File: src/rtl/usr_spi_regs.sv
// usr_spi_regs: SPI mode-0 slave register block sampled entirely in the p_in_clk domain.
// 24-bit frames (R/W, 7-bit address, 16-bit data) give access to an ID word,
// a scratch register, a control register and a status input.
module usr_spi_regs #(
    parameter logic [15:0] G_ID       = 16'hA7C1,
    parameter logic [15:0] G_CTRL_RST = 16'h0000
) (
    input  logic        p_in_clk,
    input  logic        p_in_rst,
    input  logic        p_in_spi_clk,
    input  logic        p_in_spi_cs,
    input  logic        p_in_spi_mosi,
    output logic        p_out_spi_miso,
    input  logic [15:0] p_in_status,
    output logic [15:0] p_out_ctrl,
    output logic        p_out_wr_stb,
    output logic [6:0]  p_out_wr_addr
);

    typedef enum logic [1:0] {
        ST_IDLE,
        ST_CMD,
        ST_DATA,
        ST_DONE
    } state_t;

    // Synchronizer stages (s1, s2) plus history stage (h) per SPI pin
    logic cs_s1_q,   cs_s2_q,   cs_h_q;
    logic sck_s1_q,  sck_s2_q,  sck_h_q;
    logic mosi_s1_q, mosi_s2_q, mosi_h_q;

    state_t      state_q,   state_d;
    logic [4:0]  cnt_q,     cnt_d;
    logic [22:0] shreg_q,   shreg_d;
    logic [15:0] rd_word_q, rd_word_d;
    logic        is_read_q, is_read_d;
    logic [15:0] scratch_q, scratch_d;
    logic [15:0] ctrl_q,    ctrl_d;
    logic        miso_q,    miso_d;
    logic        wr_stb_q,  wr_stb_d;
    logic [6:0]  wr_addr_q, wr_addr_d;
    logic [1:0]  settle_q,  settle_d;
    logic        armed_q,   armed_d;

    logic        cs_rise, cs_fall, sck_rise, sck_fall;
    logic [23:0] frame;

    assign cs_rise  =  cs_s2_q  & ~cs_h_q;
    assign cs_fall  = ~cs_s2_q  &  cs_h_q;
    assign sck_rise =  sck_s2_q & ~sck_h_q;
    assign sck_fall = ~sck_s2_q &  sck_h_q;
    // Shift register contents with the incoming bit appended
    assign frame    = {shreg_q, mosi_h_q};

    assign p_out_spi_miso = miso_q;
    assign p_out_ctrl     = ctrl_q;
    assign p_out_wr_stb   = wr_stb_q;
    assign p_out_wr_addr  = wr_addr_q;

    // Next-state decode: frame sequencing, read-word latch, miso shifting, write commit
    always_comb begin
        state_d   = state_q;
        cnt_d     = cnt_q;
        shreg_d   = shreg_q;
        rd_word_d = rd_word_q;
        is_read_d = is_read_q;
        scratch_d = scratch_q;
        ctrl_d    = ctrl_q;
        miso_d    = miso_q;
        wr_stb_d  = 1'b0;
        wr_addr_d = wr_addr_q;
        settle_d  = (settle_q == 2'd3) ? settle_q : settle_q + 2'd1;
        // Frames are only accepted once cs has been seen high from real pin
        // samples after reset; the preset synchronizer value does not count.
        armed_d   = armed_q | ((settle_q == 2'd3) & cs_s2_q & cs_h_q);

        if (cs_rise) begin
            // cs release wins over any clock edge in the same cycle
            state_d = ST_IDLE;
            cnt_d   = '0;
            miso_d  = 1'b1;
        end else begin
            case (state_q)
                ST_IDLE: begin
                    if (cs_fall && armed_q) begin
                        state_d   = ST_CMD;
                        cnt_d     = '0;
                        shreg_d   = '0;
                        is_read_d = 1'b0;
                        miso_d    = 1'b1;
                    end
                end
                ST_CMD: begin
                    if (sck_rise) begin
                        shreg_d = frame[22:0];
                        cnt_d   = cnt_q + 5'd1;
                        if (cnt_q == 5'd7) begin
                            state_d   = ST_DATA;
                            is_read_d = frame[7];
                            if (frame[7]) begin
                                case (frame[6:0])
                                    7'h00:   rd_word_d = G_ID;
                                    7'h01:   rd_word_d = scratch_q;
                                    7'h02:   rd_word_d = ctrl_q;
                                    7'h03:   rd_word_d = p_in_status;
                                    default: rd_word_d = '0;
                                endcase
                            end
                        end
                    end
                end
                ST_DATA: begin
                    if (sck_fall && is_read_q) begin
                        miso_d    = rd_word_q[15];
                        rd_word_d = {rd_word_q[14:0], 1'b0};
                    end else if (sck_rise) begin
                        shreg_d = frame[22:0];
                        cnt_d   = cnt_q + 5'd1;
                        if (cnt_q == 5'd23) begin
                            state_d = ST_DONE;
                            miso_d  = 1'b1;
                            if (!frame[23]) begin
                                wr_stb_d  = 1'b1;
                                wr_addr_d = frame[22:16];
                                if (frame[22:16] == 7'h01) scratch_d = frame[15:0];
                                if (frame[22:16] == 7'h02) ctrl_d    = frame[15:0];
                            end
                        end
                    end
                end
                ST_DONE: begin
                    miso_d = 1'b1;
                end
                default: begin
                    state_d = ST_IDLE;
                    miso_d  = 1'b1;
                end
            endcase
        end
    end

    // State registers and pin synchronizers, synchronous active-high reset
    always_ff @(posedge p_in_clk) begin
        if (p_in_rst) begin
            cs_s1_q   <= 1'b1;
            cs_s2_q   <= 1'b1;
            cs_h_q    <= 1'b1;
            sck_s1_q  <= 1'b0;
            sck_s2_q  <= 1'b0;
            sck_h_q   <= 1'b0;
            mosi_s1_q <= 1'b0;
            mosi_s2_q <= 1'b0;
            mosi_h_q  <= 1'b0;
            state_q   <= ST_IDLE;
            cnt_q     <= '0;
            shreg_q   <= '0;
            rd_word_q <= '0;
            is_read_q <= 1'b0;
            scratch_q <= '0;
            ctrl_q    <= G_CTRL_RST;
            miso_q    <= 1'b1;
            wr_stb_q  <= 1'b0;
            wr_addr_q <= '0;
            settle_q  <= '0;
            armed_q   <= 1'b0;
        end else begin
            cs_s1_q   <= p_in_spi_cs;
            cs_s2_q   <= cs_s1_q;
            cs_h_q    <= cs_s2_q;
            sck_s1_q  <= p_in_spi_clk;
            sck_s2_q  <= sck_s1_q;
            sck_h_q   <= sck_s2_q;
            mosi_s1_q <= p_in_spi_mosi;
            mosi_s2_q <= mosi_s1_q;
            mosi_h_q  <= mosi_s2_q;
            state_q   <= state_d;
            cnt_q     <= cnt_d;
            shreg_q   <= shreg_d;
            rd_word_q <= rd_word_d;
            is_read_q <= is_read_d;
            scratch_q <= scratch_d;
            ctrl_q    <= ctrl_d;
            miso_q    <= miso_d;
            wr_stb_q  <= wr_stb_d;
            wr_addr_q <= wr_addr_d;
            settle_q  <= settle_d;
            armed_q   <= armed_d;
        end
    end

endmodule
File: config.mk
export PLATFORM = sky130hd
export DESIGN_NAME = usr_spi_regs
export DESIGN_NICKNAME = d
export VERILOG_FILES = /design/src/rtl/usr_spi_regs.sv
export SDC_FILE = /design/constraint.sdc
export NUM_CORES = 1
export LEC_CHECK = 0
export ABC_AREA = 1
export CORE_MARGIN = 3
export CORE_UTILIZATION = 59
export CTS_BUF_LIST = sky130_fd_sc_hd__clkbuf_8
export CTS_CLUSTER_SIZE = 40
export DETAILED_ROUTE_END_ITERATION = 8
export PLACE_DENSITY = 0.82
export SYNTH_ARGS = -nofsm -noshare
export SYNTH_HDL_FRONTEND = slang
export SYNTH_SLANG_ARGS = --single-unit
File: constraint.sdc
create_clock -name p_in_clk -period 2 [get_ports p_in_clk]
set_input_delay 0.3 -clock p_in_clk [delete_from_list [all_inputs] [get_ports p_in_clk]]
set_output_delay 0.3 -clock p_in_clk [all_outputs]
set_load 0.05 [all_outputs]
==> metrics.yaml, run 1 <==
cts:
  postCtsHoldBufs: 0
  clk-insertion-delay-late_ps: 370
  htreeDepth: 3
  root_buffer: "clkbuf_8"
  tritoncts: "yes"
  clockBufferDepth: 2
  clock-sinks: 100
  clkTransAtPathRegs_ps: 90
  cts_made_buffers: 9
layout:
  diodes: 0
  syn_to_final_growth_pct: 15.4
  final_common_cell: "nor2_1"
  multi_input_area_um2: 2440
  seqCellArea_um2: 2000
  drive_gt1_share_pct: 8.13
  layout_common_cells: "181 x nor2_1, 148 x nand2_1, 100 x dfxtp_1"
  layoutNonFillerInstCount: 852
  fin_nets: 774
  design_area_um2: 5560
  nFillCells: 664
sta:
  fin_crit_sh_pct: 96.1
  worst_slew_pin_slew_ps: 520
  worst_slack_ps: 77.2
  slew_headroom_pct: 65.3
  hold_slack_ps: 209
  maxSlewViolCount: 0
  hold_viol: 0
  setup_violations: 0
  clock.fmax_mhz: 520
  rsz0062_at_grt: "true"
  setup-tns-final_ps: 0
  timing.final.crit_period_ps: 1920
  worst_clock_skew_ps: 11.2
worst_setup_path:
  r2r_setup_slack_ps: 80
  crit_type: "register to register"
  end_kind: "register"
  cp_slowest_cell: "dfxtp_1"
  worstPathMaxFanout: 16
  start_kind: "register"
  cpPeakStageDelay_ps: 400
  cpMostUsedCell: "nor2_4"
  cp.arrival_ps: 2180
  crit_required_ps: 2260
  crit_chain: "ha_1 > nand2_2 > nor2_4 > nand3_2 > nor2_4 > nand2_1 > buf_4 > o21ai_0 > nor2_1"
global_route:
  met1_usage_pct: 32.8
  overflow: 0
  antenna_found_initial: 0
  grt_first_pass_wirelength_mm: 18.9
  use_met3_pct: 4.22
  grt_pass1_vias: 4100
  busiest_layer: "met2"
  gr-usage-met2_pct: 42.7
  grtUsageTotal_pct: 25.7
  grt_max_degree: 47
run:
  cap_violations: 0
floorplan:
  die-area_um2: 9280
  die_w_um: 96.3
  initial_utilization_pct: 61.7
  pin_count: 46
  core_um2: 7810
  chipHeight_um: 96.3
  rows: 32
drt:
  vias: 4635
  drc: 0
  drt_first_pass_iters: 5
  routedWlPerCell_um: 13.9
  drtIter0Drc: 306
  vias_per_cell: 5.44
  ant_nets: 0
  routed_wl_mm: 11.9
pwr:
  p_leak_nw: 2.31
  power.density_nw_per_um2: 1330
  vdd.ir_drop.worst_mv: 0.777
place:
  dpl.hpwl_mm: 8.00
  pre_cts_slack_ps: 55.5
  routabilityCongestion: 0.902
  placed_cells: 835
  numPortBuffers: 45
  place_area_um2: 5300
synthesis:
  syn_area_per_cell_um2: 6.76
  synth_cell_type_count: 32
  syn_nets: 740
  ys_seq_area_share_pct: 41.6
  syn_inst: 712
  yosysWarnings: 0
  synth_area_um2: 4810
  ys_ff_latch: 100
run_status:
  status: "finished clean"
hold_path:
  hold_class: "primary input to register"
## registers in the layout, indices dropped and copies added (netlist names), 2 cells and up
| signal | flops |
|---|---|
| p_out_wr_addr | 7 |
| settle_q | 2 |
| scratch_q | 16 |
| shreg_q | 23 |
| rd_word_q | 16 |
| p_out_ctrl | 16 |
| cnt_q | 5 |
| state_q | 2 |
## area by class of cell
| class | count | area share (%) |
|---|---|---|
| clock buffer | 11 | 2.72 |
| multi-input combinational | 520 | 43.9 |
| inverter | 57 | 4.01 |
| tap | 102 | 2.30 |
| sequential | 100 | 36.0 |
| clock inverter | 4 | 1.01 |
| timing repair buffer | 58 | 10.0 |
## worst paths after layout
kind	startpoint	end	cells after the start
max reg2reg	cnt_q[0]$_SDFFE_PP0P_	p_out_ctrl[13]$_SDFFE_PP0P_	9
min	p_in_rst	mosi_s1_q$_SDFF_PP0_	2
max	cnt_q[0]$_SDFFE_PP0P_	p_out_ctrl[13]$_SDFFE_PP0P_	9
min reg2reg	sck_s1_q$_SDFF_PP0_	sck_s2_q$_SDFF_PP0_	2
## logic make-up (layout without fill, tap and decap cells)
logic type	count (synthesis)	after routing	synth area share [%]
AND/OR/NAND/NOR	421	423	37.9
flip-flops	100	100	41.6
buffers and inverters	94	130	8.71
AO/OA/AOI/OAI	88	88	9.67
adder cells (fa/ha/maj)	7	7	1.82
XOR/XNOR	2	2	0.364
## power by group
group	total, mW	internal [mW]	leakage (nW)	switching [mW]
clock network	1.36	0.652	0.106	0.705
logic	3.46	1.08	1.39	2.38
registers	2.60	2.30	0.811	0.302
total	7.42	4.03	2.31	3.38
## cell usage after synthesis
cell type,number,share of area [%]
nand3b_4,1,0.42
nor2_4,5,1.2
o21ai_1,18,1.9
nor2_2,3,0.39
or2_2,2,0.26
buf_4,8,1.2
a21oi_1,16,1.7
nand3_4,1,0.36
nand4_1,18,2.3
inv_2,3,0.23
a211oi_1,1,0.16
nor2_1,183,14
xor2_1,2,0.36
buf_2,12,1.2
clkinv_4,1,0.18
ha_1,7,1.8
a21oi_2,1,0.18
buf_6,2,0.47
nand3_1,51,5.3
nand2_1,148,12
inv_1,51,4.0
o211ai_1,3,0.47
nand3_2,1,0.21
clkbuf_1,15,1.2
nand4_4,2,0.88
clkinv_1,1,0.078
a21oi_4,1,0.34
nor3_1,2,0.21
clkinv_2,1,0.10
nand2_2,4,0.52
dfxtp_1,100,42
o21ai_0,48,5.0
## worst max-delay path: cells and delay by family, from the launching register on
family                   cells  cell delay (ps)
AO/OA/AOI/OAI                1              230
adder cells (fa/ha/maj)      1              230
buffers and inverters        1              240
flip-flops                   1              400
AND/OR/NAND/NOR              6              700
## metrics by stage
step	util, %	power, mW
final	71.2	7.42
after global routing	71.2	7.93
after CTS	70.5	7.24
after detailed placement	67.9	5.86
after global placement	67.9	5.73
after floorplan	-	5.11
## per-layer routing
layer	part of all wire [%]	wire, um
met4	2.5	296
met3	6.3	747
met1	44	5200
met2	47	5620
met5	0	0
## timing repair
| item | in CTS | in global routing |
|---|---|---|
| gates resized for setup | 0 | 7 |
| buffers inserted | 0 | 0 |
| endpoints found under the setup margin | 0 | 49 |
(Power assumes the default switching activity.)
==> inputs of run 2 (changes only) <==
--- a/config.mk
+++ b/config.mk
@@ -15,3 +15,4 @@
 export SYNTH_ARGS = -nofsm -noshare
 export SYNTH_HDL_FRONTEND = slang
 export SYNTH_SLANG_ARGS = --single-unit
+export TNS_END_PERCENT = 1
==> results of run 2 <==
Same layout as run 1: the final DEF is identical, and so are final timing and power.
